[config.mk]
export PLATFORM = sky130hd
export DESIGN_NAME = led_ctrl
export DESIGN_NICKNAME = d
export VERILOG_FILES = /design/src/rtl/led_pkg.sv /design/src/rtl/led_tick.sv /design/src/rtl/led_ctrl.sv
export SDC_FILE = /design/constraint.sdc
export NUM_CORES = 1
export LEC_CHECK = 0
export BUFFER_PORTS_ARGS = -buffer_cell sky130_fd_sc_hd__buf_2
export CAP_MARGIN = 20
export CORE_MARGIN = 4
export CORE_UTILIZATION = 40
export CTS_CLUSTER_SIZE = 20
export DETAILED_ROUTE_END_ITERATION = 6
export RECOVER_POWER = 25
export REMOVE_ABC_BUFFERS = 1
export SLEW_MARGIN = 20
export SYNTH_ARGS = -nofsm -noshare
export SYNTH_HDL_FRONTEND = slang
export SYNTH_SLANG_ARGS = --single-unit
[constraint.sdc]
create_clock -name clk -period 4.8 [get_ports clk]
set_clock_uncertainty 0.1 [all_clocks]
set_input_delay 0.24 -clock clk [delete_from_list [all_inputs] [get_ports clk]]
set_output_delay 0.24 -clock clk [all_outputs]
set_load 0.005 [all_outputs]
[src/rtl/led_pkg.sv]
// led_pkg: shared mode/direction encodings and small helpers for the LED controller.
// Latency: n/a (types, constants and pure functions only).
// Backpressure: n/a.
// Config macro: LED_BLINK_EN selects whether BLINK is part of the mode cycle.
package led_pkg;

  localparam int LED_N = 3;

  typedef enum logic [1:0] {
    MODE_MANUAL = 2'd0,
    MODE_BLINK  = 2'd1,
    MODE_FLOW   = 2'd2
  } mode_e;

  localparam logic DIR_LEFT  = 1'b0;
  localparam logic DIR_RIGHT = 1'b1;

  // Mode sequence on each mode-key press. Without blink support the
  // cycle skips BLINK entirely, so encoding 1 is never reached.
  function automatic mode_e next_mode(input mode_e m);
`ifdef LED_BLINK_EN
    case (m)
      MODE_MANUAL: next_mode = MODE_BLINK;
      MODE_BLINK:  next_mode = MODE_FLOW;
      default:     next_mode = MODE_MANUAL;
    endcase
`else
    case (m)
      MODE_MANUAL: next_mode = MODE_FLOW;
      default:     next_mode = MODE_MANUAL;
    endcase
`endif
  endfunction

  // One-hot rotation: left 001->010->100, right 001->100->010.
  function automatic logic [LED_N-1:0] rotate(input logic [LED_N-1:0] p, input logic dir);
    if (dir == DIR_LEFT) rotate = {p[LED_N-2:0], p[LED_N-1]};
    else                 rotate = {p[0], p[LED_N-1:1]};
  endfunction

endpackage

[src/rtl/led_tick.sv]
// led_tick: free-running prescaler producing a one-cycle tick every TICK_DIV clocks.
// Latency: tick is decoded from the counter register; clr restarts the period at 0.
// Backpressure: none; tick is a pulse and is never held.
// Ports: clk, rst (async, active-high), clr (sync restart), tick (cnt == TICK_DIV-1).
module led_tick #(
  parameter int TICK_DIV = 25_000_000
) (
  input  logic clk,
  input  logic rst,
  input  logic clr,
  output logic tick
);

  localparam int CW = $clog2(TICK_DIV);

  logic [CW-1:0] cnt;

  assign tick = (cnt == CW'(TICK_DIV - 1));

  always_ff @(posedge clk or posedge rst) begin
    if (rst)              cnt <= '0;
    else if (clr || tick) cnt <= '0;
    else                  cnt <= cnt + 1'b1;
  end

endmodule

[src/rtl/led_ctrl.sv]
// led_ctrl: mode-driven LED pattern controller (manual toggle, blink, running light).
// Latency: key pulses and ticks reach led/mode at the edge that samples them (registered outputs).
// Backpressure: none; press pulses are consumed in the cycle they arrive.
// Ports: clk, rst (async, active-high), key_led[2:0], key_mode -> led[2:0], mode[1:0].
// Config macro: LED_BLINK_EN includes BLINK mode (phase, blink_mask); undefined compiles it out.
module led_ctrl
  import led_pkg::*;
#(
  parameter int TICK_DIV = 25_000_000
) (
  input  logic             clk,
  input  logic             rst,
  input  logic [LED_N-1:0] key_led,
  input  logic             key_mode,
  output logic [LED_N-1:0] led,
  output logic [1:0]       mode
);

  mode_e            mode_q, mode_n;
  logic [LED_N-1:0] man_led, man_led_n;
  logic [LED_N-1:0] pos, pos_n;
  logic             dir, dir_n;
  logic             run, run_n;
  logic [LED_N-1:0] led_q, led_n;
  logic             tick;
`ifdef LED_BLINK_EN
  logic [LED_N-1:0] blink_mask, blink_mask_n;
  logic             phase, phase_n;
`endif

  // Every mode change restarts the pattern period from zero.
  led_tick #(.TICK_DIV(TICK_DIV)) u_tick (
    .clk  (clk),
    .rst  (rst),
    .clr  (key_mode),
    .tick (tick)
  );

  always_ff @(posedge clk or posedge rst) begin
    if (rst) begin
      mode_q     <= MODE_MANUAL;
      man_led    <= '0;
      pos        <= LED_N'(1);
      dir        <= DIR_LEFT;
      run        <= 1'b1;
      led_q      <= '0;
`ifdef LED_BLINK_EN
      blink_mask <= '1;
      phase      <= 1'b1;
`endif
    end else begin
      mode_q     <= mode_n;
      man_led    <= man_led_n;
      pos        <= pos_n;
      dir        <= dir_n;
      run        <= run_n;
      led_q      <= led_n;
`ifdef LED_BLINK_EN
      blink_mask <= blink_mask_n;
      phase      <= phase_n;
`endif
    end
  end

  always_comb begin
    mode_n       = mode_q;
    man_led_n    = man_led;
    pos_n        = pos;
    dir_n        = dir;
    run_n        = run;
    led_n        = '0;
`ifdef LED_BLINK_EN
    blink_mask_n = blink_mask;
    phase_n      = phase;
`endif

    if (key_mode) begin
      // Mode change takes priority: LED keys and the tick are dropped this cycle.
      mode_n = next_mode(mode_q);
      case (mode_n)
`ifdef LED_BLINK_EN
        MODE_BLINK: phase_n = 1'b1;
`endif
        MODE_FLOW: begin
          pos_n = LED_N'(1);
          dir_n = DIR_LEFT;
          run_n = 1'b1;
        end
        default: ;
      endcase
    end else begin
      case (mode_q)
        MODE_MANUAL: man_led_n = man_led ^ key_led;
`ifdef LED_BLINK_EN
        MODE_BLINK: begin
          blink_mask_n = blink_mask ^ key_led;
          if (tick) phase_n = ~phase;
        end
`endif
        MODE_FLOW: begin
          // Both direction keys together cancel out and leave dir alone.
          if (key_led[0] && !key_led[1]) dir_n = DIR_LEFT;
          if (key_led[1] && !key_led[0]) dir_n = DIR_RIGHT;
          run_n = run ^ key_led[2];
          // A same-cycle direction press steers this rotation; a same-cycle
          // run toggle only affects later ticks, hence the old run here.
          if (tick && run) pos_n = rotate(pos, dir_n);
        end
        default: ;
      endcase
    end

    case (mode_n)
      MODE_MANUAL: led_n = man_led_n;
`ifdef LED_BLINK_EN
      MODE_BLINK:  led_n = blink_mask_n & {LED_N{phase_n}};
`endif
      MODE_FLOW:   led_n = pos_n;
      default:     led_n = '0;
    endcase
  end

  assign led  = led_q;
  assign mode = mode_q;

endmodule
==> out/qor.yml <==
critical_path:
  crit_path_end_kind: "async pin"
  crit_type: "in -> async"
  crit_path_max_fanout: 38
  arrival_ps: 2390
  critPathLaunchType: "input port"
  cp.required_ps: 4700
layout:
  drive_gt1_frac: 0.1159
  nets: 239
  final_cell_mix: "36 x dfrtp_1, 21 x nor2_1, 16 x nand2_1, 16 x a21oi_1, 16 x nand3_1"
  diodes: 0
  areaGrowthSynthToFinish_pct: 8.185
  final_common_cell: "dfrtp_1"
  fin_area_sq_um: 2282
routing:
  wl_mm: 4.194
  dr.pass1.iters: 4
  first_iter_violations: 62
  drcViolationCount: 0
  wl_per_cell_um: 13.84
  vias: 1671
  vias_per_cell: 5.515
  ant_nets: 0
synth:
  synth_cells: 223
  syn_area_per_cell_sq_um: 9.460
  synth_seq_area_share: 0.4520
  ys_types: 45
  async_flop_share: 1.000
  syn_area_sq_um: 2110
  synth_ff_type: "dfrtp_1"
  yosysWarnings: 0
  synth-edff-count: 0
  ys_ff_latch: 38
placement:
  hpwl_mm: 2.922
  place_area_sq_um: 2195
  pre_cts_ws_ps: 2342
  io_buffers: 10
  place_congestion: 0.8622
sta:
  layout_min_cycle_time_ps: 2488
  finalMaxSlewViolations: 39
  setup_ws_ps: 2312
  slew_headroom: -0.3475
  worstMarginPinSlew_ps: 2021
  hold_viol: 0
  period_share: 0.5183
  tns_ps: 0
  finalSetupViolCount: 0
  rsz0062_at_grt: "false"
  fmax_mhz: 402.0
cts:
  clk_pin_slew_ps: 70
  htreeDepth: 2
  root_buffer: "clkbuf_8"
  cts_made_buffers: 5
  clock_latency_ps: 300
  clockBufferDepth: 2
  cts_tree: "built"
  ctsResizeCount: 0
  clock_sinks: 38
floorplan:
  die_w_um: 80.62
  die_area_sq_um: 6500
  die_h_um: 80.62
  pin_count: 11
  start_util: 0.4130
  row_count: 26
  core_sq_um: 5107
worst_hold_path:
  hp-class: "in -> reg"
global_route:
  grt_pass1_vias: 1582
  grt_use_total: 0.1447
  antenna_found_initial: 0
  grt-ovfl-total: 0
  grt_pass1_wl_mm: 7.258
  grt_max_degree: 39
status:
  violations: "capacitance limit, slew limit"
  status: "finished with violations"
power:
  peakVddDrop_mv: 0.1157
  p_leak_uw: 0.0009507
  power-per-cell-area_nw_per_um2: 297.2
flow_run:
  maxCapViolations: 1
[through the flow]
step | total power, uW | hold WS [ps] | utilization | std cells
after global placement | 474.4 | 280.4 | 0.4297 | 294
after detailed placement | 477.0 | 283.4 | 0.4297 | 294
after CTS | 690.5 | 160.0 | 0.4478 | 303
final | 678.3 | 169.6 | 0.4468 | 303
after global routing | 723.1 | 176.6 | 0.4468 | 303
after floorplan | 441.7 | 205.6 | - | 213
[per-layer routing]
layer,share of wire,track usage
met1,0.49,0.1926
met2,0.46,0.2243
met3,0.037,0.03587
met4,0.012,0.05743
met5,0,0
[state kept, by name, summed over array words and instances, names as in the netlist]
register	flops
pos	3
man_led	3
run	1
dir	1
u_tick.cnt	25
led	3
mode	2
[cell families after synthesis]
kind of cell               share of synthesized area
muxes                                        0.01898
and+or+nand+nor                               0.2639
AOI/OAI and AO/OA                             0.1536
xor gates and xnor gates                     0.06643
buffers and inverters                        0.03914
DFF                                           0.4520
adders and majority gates                   0.005930
[report_power, final]
part           switching [uW]  internal, uW
logic                    51.1          43.4
clock network             109           101
registers                25.0           349
[worst max-delay path: stages]
cell	delay [ps]
dlygate4sd3_1	530
buf_2	120
inv_1	40
clkbuf_1	1440
[cell usage after synthesis (2+ instances only)]
| library cell | count | share of area |
|---|---|---|
| clkbuf_1 | 4 | 0.0071 |
| nand4_1 | 6 | 0.018 |
| or4_1 | 6 | 0.021 |
| xnor2_1 | 4 | 0.017 |
| o2bb2ai_1 | 2 | 0.0083 |
| nor2b_1 | 3 | 0.0089 |
| buf_6 | 2 | 0.011 |
| o21ai_0 | 9 | 0.021 |
| dfrtp_1 | 36 | 0.43 |
| inv_1 | 6 | 0.011 |
| nand2_1 | 16 | 0.028 |
| nor2_1 | 21 | 0.037 |
| xor2_1 | 12 | 0.050 |
| a211oi_1 | 2 | 0.0071 |
| or4_4 | 2 | 0.011 |
| o211ai_1 | 3 | 0.011 |
| nand3_1 | 16 | 0.038 |
| o31ai_1 | 8 | 0.028 |
| dfstp_2 | 2 | 0.025 |
| a21oi_2 | 2 | 0.0083 |
| or3_1 | 5 | 0.015 |
| mux2i_1 | 4 | 0.019 |
| buf_2 | 2 | 0.0047 |
| and3_1 | 4 | 0.012 |
| nor3_1 | 2 | 0.0047 |
| and2_1 | 5 | 0.015 |
| and4_1 | 4 | 0.017 |
| a21oi_1 | 16 | 0.038 |
| o2111ai_1 | 3 | 0.012 |
[final cells by class]
class	count	area, sq um
repair buffers	12	62.56
inverters	6	22.52
clock buffers	6	72.57
multi-input cells	169	1074
flip-flops and latches	38	953.4
fillers	517	2825
clock inverters	2	10.01
well taps	70	87.58
[worst paths after layout]
path,cells past startpoint,start,end,slack [ps]
max,4,rst,u_tick.cnt[1],2310
min,3,key_led[0],man_led[0],170
max reg2reg,4,u_tick.cnt[11],u_tick.cnt[8],2330
min reg2reg,1,u_tick.cnt[0],u_tick.cnt[0],420
max in group clk,4,u_tick.cnt[11],u_tick.cnt[8],2330
min in group asynchronous,4,rst,u_tick.cnt[20],1120
[what timing repair did]
action	CTS	global route
hold buffers	1	0
buffers inserted	0	0
endpoints found under the hold margin	36	0
Note: power is estimated with default switching activity, not from simulation.
